$ cat src/rtl/ysyx_25040105_pkg.sv
// Shared constants and types for the instruction fetch unit.
package ysyx_25040105_pkg;

    localparam int          INST_W           = 32;
    localparam logic [31:0] RESET_PC_DEFAULT = 32'h8000_0000;
    // addi x0,x0,0 : harmless filler handed to decode when a fetch faults
    localparam logic [31:0] NOP_INST_DEFAULT = 32'h0000_0013;

    typedef enum logic [1:0] {
        IFU_REQ  = 2'd0,
        IFU_WAIT = 2'd1,
        IFU_HOLD = 2'd2
    } ifu_state_e;

    // Instruction fetches are always word aligned; the low address bits are dropped.
    function automatic logic [31:0] align_word(input logic [31:0] addr);
        return {addr[31:2], 2'b00};
    endfunction

endpackage

$ cat src/rtl/ysyx_25040105_ifu_pc.sv
// PC register with next-PC selection (hold / +4 / aligned redirect) and the
// misaligned-redirect flag that travels with the PC until its instruction retires.
module ysyx_25040105_ifu_pc
    import ysyx_25040105_pkg::*;
#(
    parameter logic [31:0] RESET_PC = RESET_PC_DEFAULT
) (
    input  logic        clk,
    input  logic        rst_n,
    input  logic        redirect_valid,
    input  logic [31:0] redirect_pc,
    input  logic        advance,
    output logic [31:0] pc,
    output logic        misalign
);

    logic [31:0] pc_reg;
    logic [31:0] pc_next;
    logic        misalign_reg;
    logic        misalign_next;

    // Redirect wins over sequential advance; otherwise the PC holds.
    always_comb begin
        pc_next       = pc_reg;
        misalign_next = misalign_reg;
        if (redirect_valid) begin
            pc_next       = align_word(redirect_pc);
            misalign_next = |redirect_pc[1:0];
        end else if (advance) begin
            pc_next       = pc_reg + 32'd4;
            misalign_next = 1'b0;
        end
    end

    // PC and flag registers.
    always_ff @(posedge clk or negedge rst_n) begin
        if (!rst_n) begin
            pc_reg       <= RESET_PC;
            misalign_reg <= 1'b0;
        end else begin
            pc_reg       <= pc_next;
            misalign_reg <= misalign_next;
        end
    end

    assign pc       = pc_reg;
    assign misalign = misalign_reg;

endmodule

$ cat src/rtl/ysyx_25040105_ifu.sv
// Instruction fetch unit: one outstanding imem request, sequential PC,
// redirects from execute, and a held {inst, inst_pc, fault} for decode.
module ysyx_25040105_ifu
    import ysyx_25040105_pkg::*;
#(
    parameter logic [31:0] RESET_PC = RESET_PC_DEFAULT,
    parameter logic [31:0] NOP_INST = NOP_INST_DEFAULT
) (
    input  logic              clk,
    input  logic              rst_n,
    output logic              imem_req_valid,
    output logic [31:0]       imem_req_addr,
    input  logic              imem_req_ready,
    input  logic              imem_rsp_valid,
    input  logic [31:0]       imem_rsp_data,
    input  logic              imem_rsp_err,
    output logic              inst_valid,
    output logic [INST_W-1:0] inst,
    output logic [31:0]       inst_pc,
    input  logic              inst_ready,
    input  logic              redirect_valid,
    input  logic [31:0]       redirect_pc,
    output logic              fetch_fault
);

    ifu_state_e        state_reg;
    ifu_state_e        state_next;
    logic              drop_reg;
    logic              drop_next;
    logic              req_valid_reg;
    logic [INST_W-1:0] inst_reg;
    logic [31:0]       inst_pc_reg;
    logic              fault_reg;
    logic              latch_rsp;
    logic              advance;
    logic              req_fire;
    logic [31:0]       pc;
    logic              misalign;

    ysyx_25040105_ifu_pc #(
        .RESET_PC(RESET_PC)
    ) u_pc (
        .clk           (clk),
        .rst_n         (rst_n),
        .redirect_valid(redirect_valid),
        .redirect_pc   (redirect_pc),
        .advance       (advance),
        .pc            (pc),
        .misalign      (misalign)
    );

    // req_valid_reg is only ever high in REQ, so it alone qualifies the handshake.
    assign req_fire = req_valid_reg & imem_req_ready;
    // A consume that coincides with a redirect retires the old inst but the PC takes the target.
    assign advance  = (state_reg == IFU_HOLD) & inst_ready & ~redirect_valid;

    // Next-state and drop-flag decisions; redirect outranks every other event.
    always_comb begin
        state_next = state_reg;
        drop_next  = drop_reg;
        latch_rsp  = 1'b0;
        case (state_reg)
            IFU_REQ: begin
                if (req_fire) begin
                    state_next = IFU_WAIT;
                    // a request accepted alongside a redirect fetches the old PC
                    drop_next  = redirect_valid;
                end
            end
            IFU_WAIT: begin
                if (imem_rsp_valid) begin
                    // the outstanding fetch has completed; a stale one is simply thrown away
                    if (redirect_valid || drop_reg) begin
                        state_next = IFU_REQ;
                        drop_next  = 1'b0;
                    end else begin
                        state_next = IFU_HOLD;
                        latch_rsp  = 1'b1;
                    end
                end else if (redirect_valid) begin
                    drop_next = 1'b1;
                end
            end
            IFU_HOLD: begin
                if (redirect_valid || inst_ready) begin
                    state_next = IFU_REQ;
                end
            end
            default: begin
                state_next = IFU_REQ;
                drop_next  = 1'b0;
            end
        endcase
    end

    // State, drop flag and registered request/instruction outputs.
    always_ff @(posedge clk or negedge rst_n) begin
        if (!rst_n) begin
            state_reg     <= IFU_REQ;
            drop_reg      <= 1'b0;
            req_valid_reg <= 1'b0;
            inst_reg      <= '0;
            inst_pc_reg   <= '0;
            fault_reg     <= 1'b0;
        end else begin
            state_reg     <= state_next;
            drop_reg      <= drop_next;
            req_valid_reg <= (state_next == IFU_REQ);
            if (latch_rsp) begin
                inst_reg    <= imem_rsp_err ? NOP_INST : imem_rsp_data;
                inst_pc_reg <= pc;
                fault_reg   <= imem_rsp_err | misalign;
            end
        end
    end

    assign imem_req_valid = req_valid_reg;
    assign imem_req_addr  = pc;
    assign inst_valid     = (state_reg == IFU_HOLD);
    assign inst           = inst_reg;
    assign inst_pc        = inst_pc_reg;
    assign fetch_fault    = fault_reg;

endmodule

$ cat config.mk
export PLATFORM = sky130hd
export DESIGN_NAME = ysyx_25040105_ifu
export DESIGN_NICKNAME = d
export VERILOG_FILES = /design/src/rtl/ysyx_25040105_pkg.sv /design/src/rtl/ysyx_25040105_ifu_pc.sv /design/src/rtl/ysyx_25040105_ifu.sv
export SDC_FILE = /design/constraint.sdc
export NUM_CORES = 1
export LEC_CHECK = 0
export CORE_ASPECT_RATIO = 1.5
export CORE_MARGIN = 4
export CORE_UTILIZATION = 45
export DETAILED_ROUTE_END_ITERATION = 7
export PLACE_DENSITY_LB_ADDON = 0.15
export SYNTH_ARGS = -nofsm -noshare
export SYNTH_HDL_FRONTEND = slang
export SYNTH_SLANG_ARGS = --single-unit
$ cat constraint.sdc
create_clock -name clk -period 5.36 [get_ports clk]
set_input_delay 1.608 -clock clk [delete_from_list [all_inputs] [get_ports clk]]
set_output_delay 1.608 -clock clk [all_outputs]
set_load 0.03 [all_outputs]
==> results of run 1 <==
## cells in the mapped netlist (3+ instances only)
library cell  count
xor2_1            3
a31oi_1           9
nor4_1            4
nor2_1           23
dfrtp_1          97
o31ai_1           7
or4_1            12
nand2_1          64
o21ai_0          56
nand2b_1         31
nor3_1            6
inv_1            10
nand3_1          17
or3_1             6
nand4_1          10
xnor2_1           6
clkbuf_1         24
buf_4             5
mux2i_1           3
mux2_2           24
nand3b_1          3
## power by group
| group | internal (W) | total, W | leakage (nW) | switching [W] |
|---|---|---|---|---|
| Sequential | 0.00100 | 0.00117 | 1.20 | 0.000164 |
| Clock | 0.000387 | 0.000652 | 0.145 | 0.000266 |
| Combinational | 0.000630 | 0.00145 | 1.30 | 0.000822 |
| Total | 0.00202 | 0.00327 | 2.65 | 0.00125 |
## worst register-to-register path: stages, from the launching register on
cell and delay (ns):
dfrtp_1 0.54, nand4_4 0.22, or4_1 0.80, or4_1 0.57
a31oi_1 0.18
## area by class of cell
cell class	count	area, um2	area share [%]
inverter	10	37.5	0.575
timing repair buffer	169	1670	25.7
clock inverter	4	50.0	0.767
tap	115	144	2.21
multi-input combinational	317	1910	29.3
sequential	98	2450	37.6
clock buffer	12	256	3.93
## cell families after synthesis
family          count (synthesis)  share of synthesized area (%)
simple gates                  188                           21.5
flops                          98                           54.0
compound gates                 88                           11.5
buf+inv                        44                           4.29
mux                            27                           6.60
xor+xnor                        9                           1.73
fa+ha+maj                       1                          0.275
other cells                     1                         0.0825
## cell usage in the layout, fill, tap and decap left out, types with 10 or more instances in the layout
cell type and n:
nand2b_1 31, nand2_1 64, dfrtp_1 97, clkdlybuf4s50_1 163, nand3_1 17, inv_1 10, nor2_1 23, nand4_1 10
mux2_2 24, o21ai_0 56, or4_1 12
## through the flow
step | cells | power (W) | hold slack [ns]
finish | 725 | 0.00327 | 0.478
global route | 725 | 0.00343 | 0.501
CTS | 725 | 0.00331 | 0.485
detailed placement | 709 | 0.00265 | 0.470
global placement | 709 | 0.00261 | 0.462
floorplan | 459 | 0.00197 | 0.488
## worst max path at each step
stage	start	to	slack, ns
floorplan	redirect_valid	inst_pc[11]	2.21
global placement	inst_ready	u_pc.pc[13]	1.60
detailed placement	inst_ready	u_pc.pc[13]	1.50
CTS	inst_ready	u_pc.pc[13]	1.86
global route	inst_ready	u_pc.pc[13]	1.72
finish	inst_ready	u_pc.pc[13]	1.84
## routing by layer
layer / global-route usage, % / vias to the layer above / share of wire (%)
met5: 0 / - / 0
met4: 8.26 / 0 / 2.0
met3: 3.60 / 20 / 5.4
met2: 35.8 / 147 / 52
met1: 25.1 / 1877 / 40
li1: - / 1885 / -
==> flow_summary.ini, run 1 <==
[run_status]
outcome = finished, final reports clean

[worst_setup_path]
startpoint_type = input pin
crit_buf_inv = 1
cpMaxStageDelayCell = nor4_1
crit_path_end_kind = register
cpPeakStageDelay_ns = 0.93
required_ns = 5.58
cp.depth = 5
worst-path-max-fanout = 6
crit_type = input pin to register
critical-path-top-delay-family = simple AND/OR/NAND/NOR gates
rrSetupSlack_ns = 2.97
r2r_start = u_pc.pc[13]
worstRegToRegCells = 4
path_cells = clkdlybuf4s50_1 > nand4b_1 > nor4_1 > nor3b_1 > a221o_1
cp.arrival_ns = 3.74
r2r_end = u_pc.pc[31]

[route]
wl_mm = 11.9
first_iter_violations = 153
dr.pass1.iters = 5
wire_per_inst_um = 16.4
viasPerCell = 5.42
ant_nets = 0
drc = 0
via_count = 3929

[cts]
clock_path_buffers = 2
cts_setup_buffers = 0
postCtsHoldBufs = 0
cts.htree.levels = 3
clk_pin_slew_worst_paths_ns = 0.07
cts_num_sinks = 98
cts_resized = 0
cts_tree = built
clk_latency_ns = 0.34
ctsRootBufferMaster = clkbuf_16
cts_buffers = 9

[layout]
nets = 677
layout-drive-gt1-share_pct = 8.20
area_growth_pct = 43.5
antennaDiodeCount = 0
largest_reg_flops = 32
stdcell_area_um2 = 6530
n_fill_cell = 818
post-route-util_pct = 66.6

[synth]
ys.flop_type = dfrtp_1
ys_warn_count = 0
syn_inst = 456
yosysTopAreaCell = dfrtp_1
ys_ff_latch = 98
syn_area_um2 = 4550
ys_async_sr_fraction_pct = 100
synth.avg_cell_area_um2 = 9.97
synth-seq-area-share_pct = 54.0
synth_edf_count = 0
synth_cell_types = 49
synth.area.top_cells = dfrtp_1 53%, o21ai_0 6.2%, mux2_2 5.9%, nand2_1 5.3%, nand2b_1 4.3%
yosys.area.top_type_share_pct = 53.4

[timing]
tightestPinTransition_ns = 1.05
setup_viol = 0
skew_ns = 0.00679
period_minus_slack_ns = 3.52
fin_tns_setup_ns = 0
period_share_pct = 65.6
rsz0062_at_grt = false
maxSlewViolCount = 0
hold_viol = 0
max_slew_margin_pct = 29.6
fmax_mhz = 284
setup_slack_ns = 1.84

[floorplanning]
fp.dieH_um = 131
die-area_um2 = 11800
rows = 44
core_um2 = 9800
boundaryPins = 170
die_x_um = 90.1
initial_core_util_pct = 46.4

[global_routing]
grt_pass1_wl_mm = 19.9
grt_overflow_total = 0
antenna_found_initial = 0
grt_pass1_vias = 4068
grtUsageTotal_pct = 20.5
grt_start_max_net_pins = 76

[place]
gp_congestion = 0.782
place_hpwl_mm = 8.65
io_buffer_count = 165
place_area_um2 = 6220
dp_worst_setup_slack_ns = 1.50

[min_path]
hold_start = inst[30]
hold_depth = 2
hold_end = inst[30]
hold_class = register to register

[power]
leakagePower_nw = 2.65
p_per_area_nw_per_um2 = 501
ir_worst_vdd_v = 0.000228

[run]
drv_cap = 0
Note: power is estimated with default switching activity, not from simulation.
==> inputs of run 2 (changes only) <==
--- a/config.mk
+++ b/config.mk
@@ -7,7 +7,7 @@
 export LEC_CHECK = 0
 export CORE_ASPECT_RATIO = 1.5
 export CORE_MARGIN = 4
-export CORE_UTILIZATION = 45
+export CORE_UTILIZATION = 40
 export DETAILED_ROUTE_END_ITERATION = 7
 export PLACE_DENSITY_LB_ADDON = 0.15
 export SYNTH_ARGS = -nofsm -noshare
==> constraint.sdc (replaced) <==
create_clock -name clk -period 2.95 [get_ports clk]
set_input_delay 0.885 -clock clk [delete_from_list [all_inputs] [get_ports clk]]
set_output_delay 0.885 -clock clk [all_outputs]
set_load 0.03 [all_outputs]
==> flow_summary.ini, run 2 (synthesis gave the netlist of run 1 again) <==
[timing]
skew_ns = 0.00611
max_slew_margin_pct = 38.1
period_share_pct = 87.1
period_minus_slack_ns = 2.57
fmax_mhz = 389
rsz0062_at_grt = false
hold_viol = 0
tightestPinTransition_ns = 0.926
setup_slack_ns = 0.379
fin_tns_setup_ns = 0
maxSlewViolCount = 0
setup_viol = 0

[global_routing]
grt_pass1_wl_mm = 20.5
grt_overflow_total = 0
grtUsageTotal_pct = 19.6
grt_start_max_net_pins = 75
antenna_found_initial = 0
grt_pass1_vias = 4118

[cts]
cts_buffers = 9
clock_path_buffers = 2
cts_tree = built
ctsRootBufferMaster = clkbuf_16
cts_setup_buffers = 0
cts_num_sinks = 98
postCtsHoldBufs = 0
clk_latency_ns = 0.34
cts.htree.levels = 3
clk_pin_slew_worst_paths_ns = 0.07
cts_resized = 0

[place]
placed_cells = 748
io_buffer_count = 165
place_area_um2 = 6340
dp_worst_setup_slack_ns = 0.0566
place_hpwl_mm = 9.37
gp_congestion = 0.825

[route]
wire_per_inst_um = 16.5
drc = 0
via_count = 3935
wl_mm = 12.6
first_iter_violations = 153
ant_nets = 0
dr.pass1.iters = 5
viasPerCell = 5.15

[power]
p_clk_share_pct = 18.6
ir_worst_vdd_v = 0.000407
comb_power_share_pct = 45.3
internal-power_w = 0.00355
sw_frac_of_total_pct = 39.4
power_switching_w = 0.00230
p_per_area_nw_per_um2 = 886
leakagePower_nw = 2.67
seqPwrFrac_pct = 36.1

[floorplanning]
rows = 47
die-area_um2 = 13200
initial_core_util_pct = 41.1
core_um2 = 11100
die_x_um = 95.1
fp.dieH_um = 139
boundaryPins = 170

[min_path]
hold_class = register to register

[layout]
antennaDiodeCount = 0
nets = 684
post-route-util_pct = 59.8
final_common_cell = clkdlybuf4s50_1
largest_reg_flops = 32
area_growth_pct = 45.3
stdcell_area_um2 = 6610
layout-drive-gt1-share_pct = 9.08
layout_common_cells = 163 x clkdlybuf4s50_1, 97 x dfrtp_1, 64 x nand2_1
n_fill_cell = 1008
final_cells = 764

[worst_setup_path]
cp.depth = 6
r2r_start = u_pc.pc[13]
worstSetupEndpoint = u_pc.pc[23]
worst-path-max-fanout = 5
path_cells = clkdlybuf4s50_1 > nand4b_1 > buf_4 > or4_1 > o31a_1 > o31a_1
required_ns = 3.17
cp-startpoint = inst_ready
worstRegToRegCells = 4
crit_type = input pin to register
cpMaxStageDelayCell = clkdlybuf4s50_1
critical-path-top-delay-family = buffers and inverters
crit_buf_inv = 2
r2r_end = u_pc.pc[31]
cp.arrival_ns = 2.79
rrSetupSlack_ns = 0.58
cpPeakStageDelay_ns = 0.52
crit_path_frequent_cell = o31a_1
startpoint_type = input pin
crit_path_end_kind = register

[run]
drv_cap = 0

[run_status]
outcome = finished, final reports clean
[run 2: cell types whose count changed in the layout (fill, tap and decap cells not counted), sizes merged]
cell,previous run,this run
buf,6,13
bufinv,1,0
clkinvlp,2,3
clkbuf,12,11
inv,10,11
[run 2: cell type report]
cell class	instances	area [um2]	area share (%)
inverters	10	37.5	0.568
clock buffers	11	233	3.52
clock inverters	5	40.0	0.606
repair buffers	176	1750	26.5
well taps	147	184	2.78
flip-flops and latches	98	2450	37.1
multi-input cells	317	1910	28.9
[run 2: how the worst min path moves through the flow]
stage / from / endpoint / slack, ns / cells past startpoint
final: inst[9] / inst[9] / 0.48 / 2
after detailed placement: inst[13] / inst[13] / 0.47 / 2
after global routing: inst_pc[24] / inst_pc[24] / 0.50 / 2
after floorplan: state_reg[1] / state_reg[0] / 0.49 / 1
after CTS: inst[3] / inst[3] / 0.49 / 2
after global placement: inst[9] / inst[9] / 0.46 / 2
[run 2: layer usage]
| layer | up-vias | wire (um) | global-route usage [%] |
|---|---|---|---|
| met5 | - | 0 | 0 |
| met3 | 15 | 813 | 4.34 |
| met2 | 131 | 6620 | 34.6 |
| li1 | 1907 | - | - |
| met4 | 0 | 210 | 6.31 |
| met1 | 1882 | 5000 | 23.1 |
[run 2: through the flow]
step           hold slack (ns)  power, W
2_1_floorplan            0.488   0.00358
3_3_place_gp             0.464   0.00476
3_5_place_dp             0.470   0.00483
4_1_cts                  0.485   0.00594
5_1_grt                  0.501   0.00619
6_report                 0.481   0.00585
[run 2: tightest hold or removal path, cell delays in order, from the launching register on]
cell     delay, ns
dfrtp_1       0.34
nand2_1       0.04
o21ai_0       0.06
[run 2: power by group through the flow]
stage | clock network, W | logic (W) | registers [W]
finish | 0.00109 | 0.00265 | 0.00212
detailed placement | 0 | 0.00268 | 0.00215
global route | 0.00119 | 0.00282 | 0.00219
floorplan | 0 | 0.000555 | 0.00302
CTS | 0.00113 | 0.00269 | 0.00212
global placement | 0 | 0.00264 | 0.00212
==> inputs of run 3 (changes only) <==
--- a/config.mk
+++ b/config.mk
@@ -6,9 +6,10 @@
 export NUM_CORES = 1
 export LEC_CHECK = 0
 export CORE_ASPECT_RATIO = 1.5
-export CORE_MARGIN = 4
+export CORE_MARGIN = 5
 export CORE_UTILIZATION = 40
 export DETAILED_ROUTE_END_ITERATION = 7
+export HOLD_SLACK_MARGIN = 0.15
 export PLACE_DENSITY_LB_ADDON = 0.15
 export SYNTH_ARGS = -nofsm -noshare
 export SYNTH_HDL_FRONTEND = slang
==> flow_summary.ini, run 3 (synthesis gave the netlist of run 1 again) <==
[run_status]
outcome = finished, final reports clean

[worst_setup_path]
required_ns = 2.07
rrSetupSlack_ns = 0.58
r2r_start = u_pc.pc[13]
r2r_end = u_pc.pc[31]
cp.arrival_ns = 1.70
crit_type = register to output pin
worstRegToRegCells = 4
crit_path_end_kind = output pin
startpoint_type = register
worst-path-max-fanout = 6

[floorplanning]
rows = 47
die-area_um2 = 13600
core_um2 = 11100
boundaryPins = 170
die_x_um = 97.1
initial_core_util_pct = 40.9
fp.dieH_um = 141

[timing]
hold_viol = 0
setup_viol = 0
fin_tns_setup_ns = 0
holdWs_ns = 0.472
maxSlewViolCount = 0
max_slew_margin_pct = 54.0
rsz0062_at_grt = false
period_minus_slack_ns = 2.58
fmax_mhz = 388
tightestPinTransition_ns = 0.689
period_share_pct = 87.5
skew_ns = 0.00424

[layout]
n_fill_cell = 961
largest_reg_flops = 32
area_growth_pct = 46.0
layout-drive-gt1-share_pct = 9.21
layout_common_cells = 163 x clkdlybuf4s50_1, 97 x dfrtp_1, 64 x nand2_1
antennaDiodeCount = 0
final_common_cell = clkdlybuf4s50_1
nets = 686
final_cells = 766
stdcell_area_um2 = 6640

[global_routing]
grt_start_max_net_pins = 76
grt_pass1_vias = 4026
antenna_found_initial = 0
grt_pass1_wl_mm = 21.1
grt_overflow_total = 0
grtUsageTotal_pct = 19.0

[power]
total_power_w = 0.00590
p_per_area_nw_per_um2 = 890
ir_worst_vdd_v = 0.000506
leakagePower_nw = 2.69

[route]
wl_mm = 12.7
drc = 0
ant_nets = 0
first_iter_violations = 198
via_count = 3996
wire_per_inst_um = 16.6
viasPerCell = 5.22
dr.pass1.iters = 4

[cts]
cts_setup_buffers = 0
ctsRootBufferMaster = clkbuf_16
postCtsHoldBufs = 0
cts.htree.levels = 3
cts_num_sinks = 98
clk_pin_slew_worst_paths_ns = 0.06
clock_path_buffers = 2
cts_buffers = 9
cts_resized = 0
cts_tree = built
clk_latency_ns = 0.34

[place]
placed_cells = 750
place_hpwl_mm = 9.50
io_buffer_count = 165
gp_congestion = 0.798
place_area_um2 = 6350

[min_path]
hold_class = input pin to asynchronous set/reset pin

[run]
drv_cap = 0
-- run 3: cell types whose count changed in the layout (fill, tap and decap cells not counted) --
cell        before  now
clkinvlp_4       3    1
clkbuf_8         0    3
inv_6            1    0
clkbuf_1         2    3
buf_4           10   12
clkinv_4         1    0
-- run 3: report_power, final --
part,switching (W),internal [W]
Clock,0.000489,0.000643
Sequential,0.000304,0.00182
Combinational,0.00150,0.00115
-- run 3: metal layers --
layer	track usage, %	vias up	wire length, um
met5	0	-	0
met4	6.14	0	207
met3	4.70	14	665
met2	32.8	129	6590
met1	23.3	1942	5290
li1	-	1911	-
-- run 3: worst max-delay path by stage --
| stage | slack, ns | to | cells after the start | start |
|---|---|---|---|---|
| after global placement | 0.11 | u_pc.pc[28] | 6 | inst_ready |
| final | 0.37 | inst_valid | 3 | state_reg[1] |
| after CTS | 0.34 | inst_valid | 3 | state_reg[1] |
| after global routing | 0.31 | inst_valid | 3 | state_reg[1] |
| after detailed placement | 0.04 | u_pc.pc[26] | 6 | inst_ready |
| after floorplan | 0.52 | inst_pc[11] | 6 | redirect_valid |
-- run 3: layout make-up --
class	instances	area, um2	share of cell area, %
Clock buffer	15	278	4.19
Clock inverter	1	7.51	0.113
Inverter	10	37.5	0.566
Multi-Input combinational cell	317	1910	28.8
Sequential cell	98	2450	37.0
Tap cell	147	184	2.77
Timing Repair Buffer	178	1770	26.6
-- run 3: worst max-delay path, cell delays in order (launching register included) --
cell and delay [ns]:
dfrtp_1 0.42, inv_1 0.11, nor2_1 0.13, clkdlybuf4s50_1 0.69
-- run 3: metrics by stage --
stage / utilization [%] / setup slack [ns]
final: 59.7 / 0.370
after global routing: 59.7 / 0.306
after CTS: 59.7 / 0.344
after detailed placement: 57.1 / 0.0431
after global placement: 57.1 / 0.106
after floorplan: - / 0.522
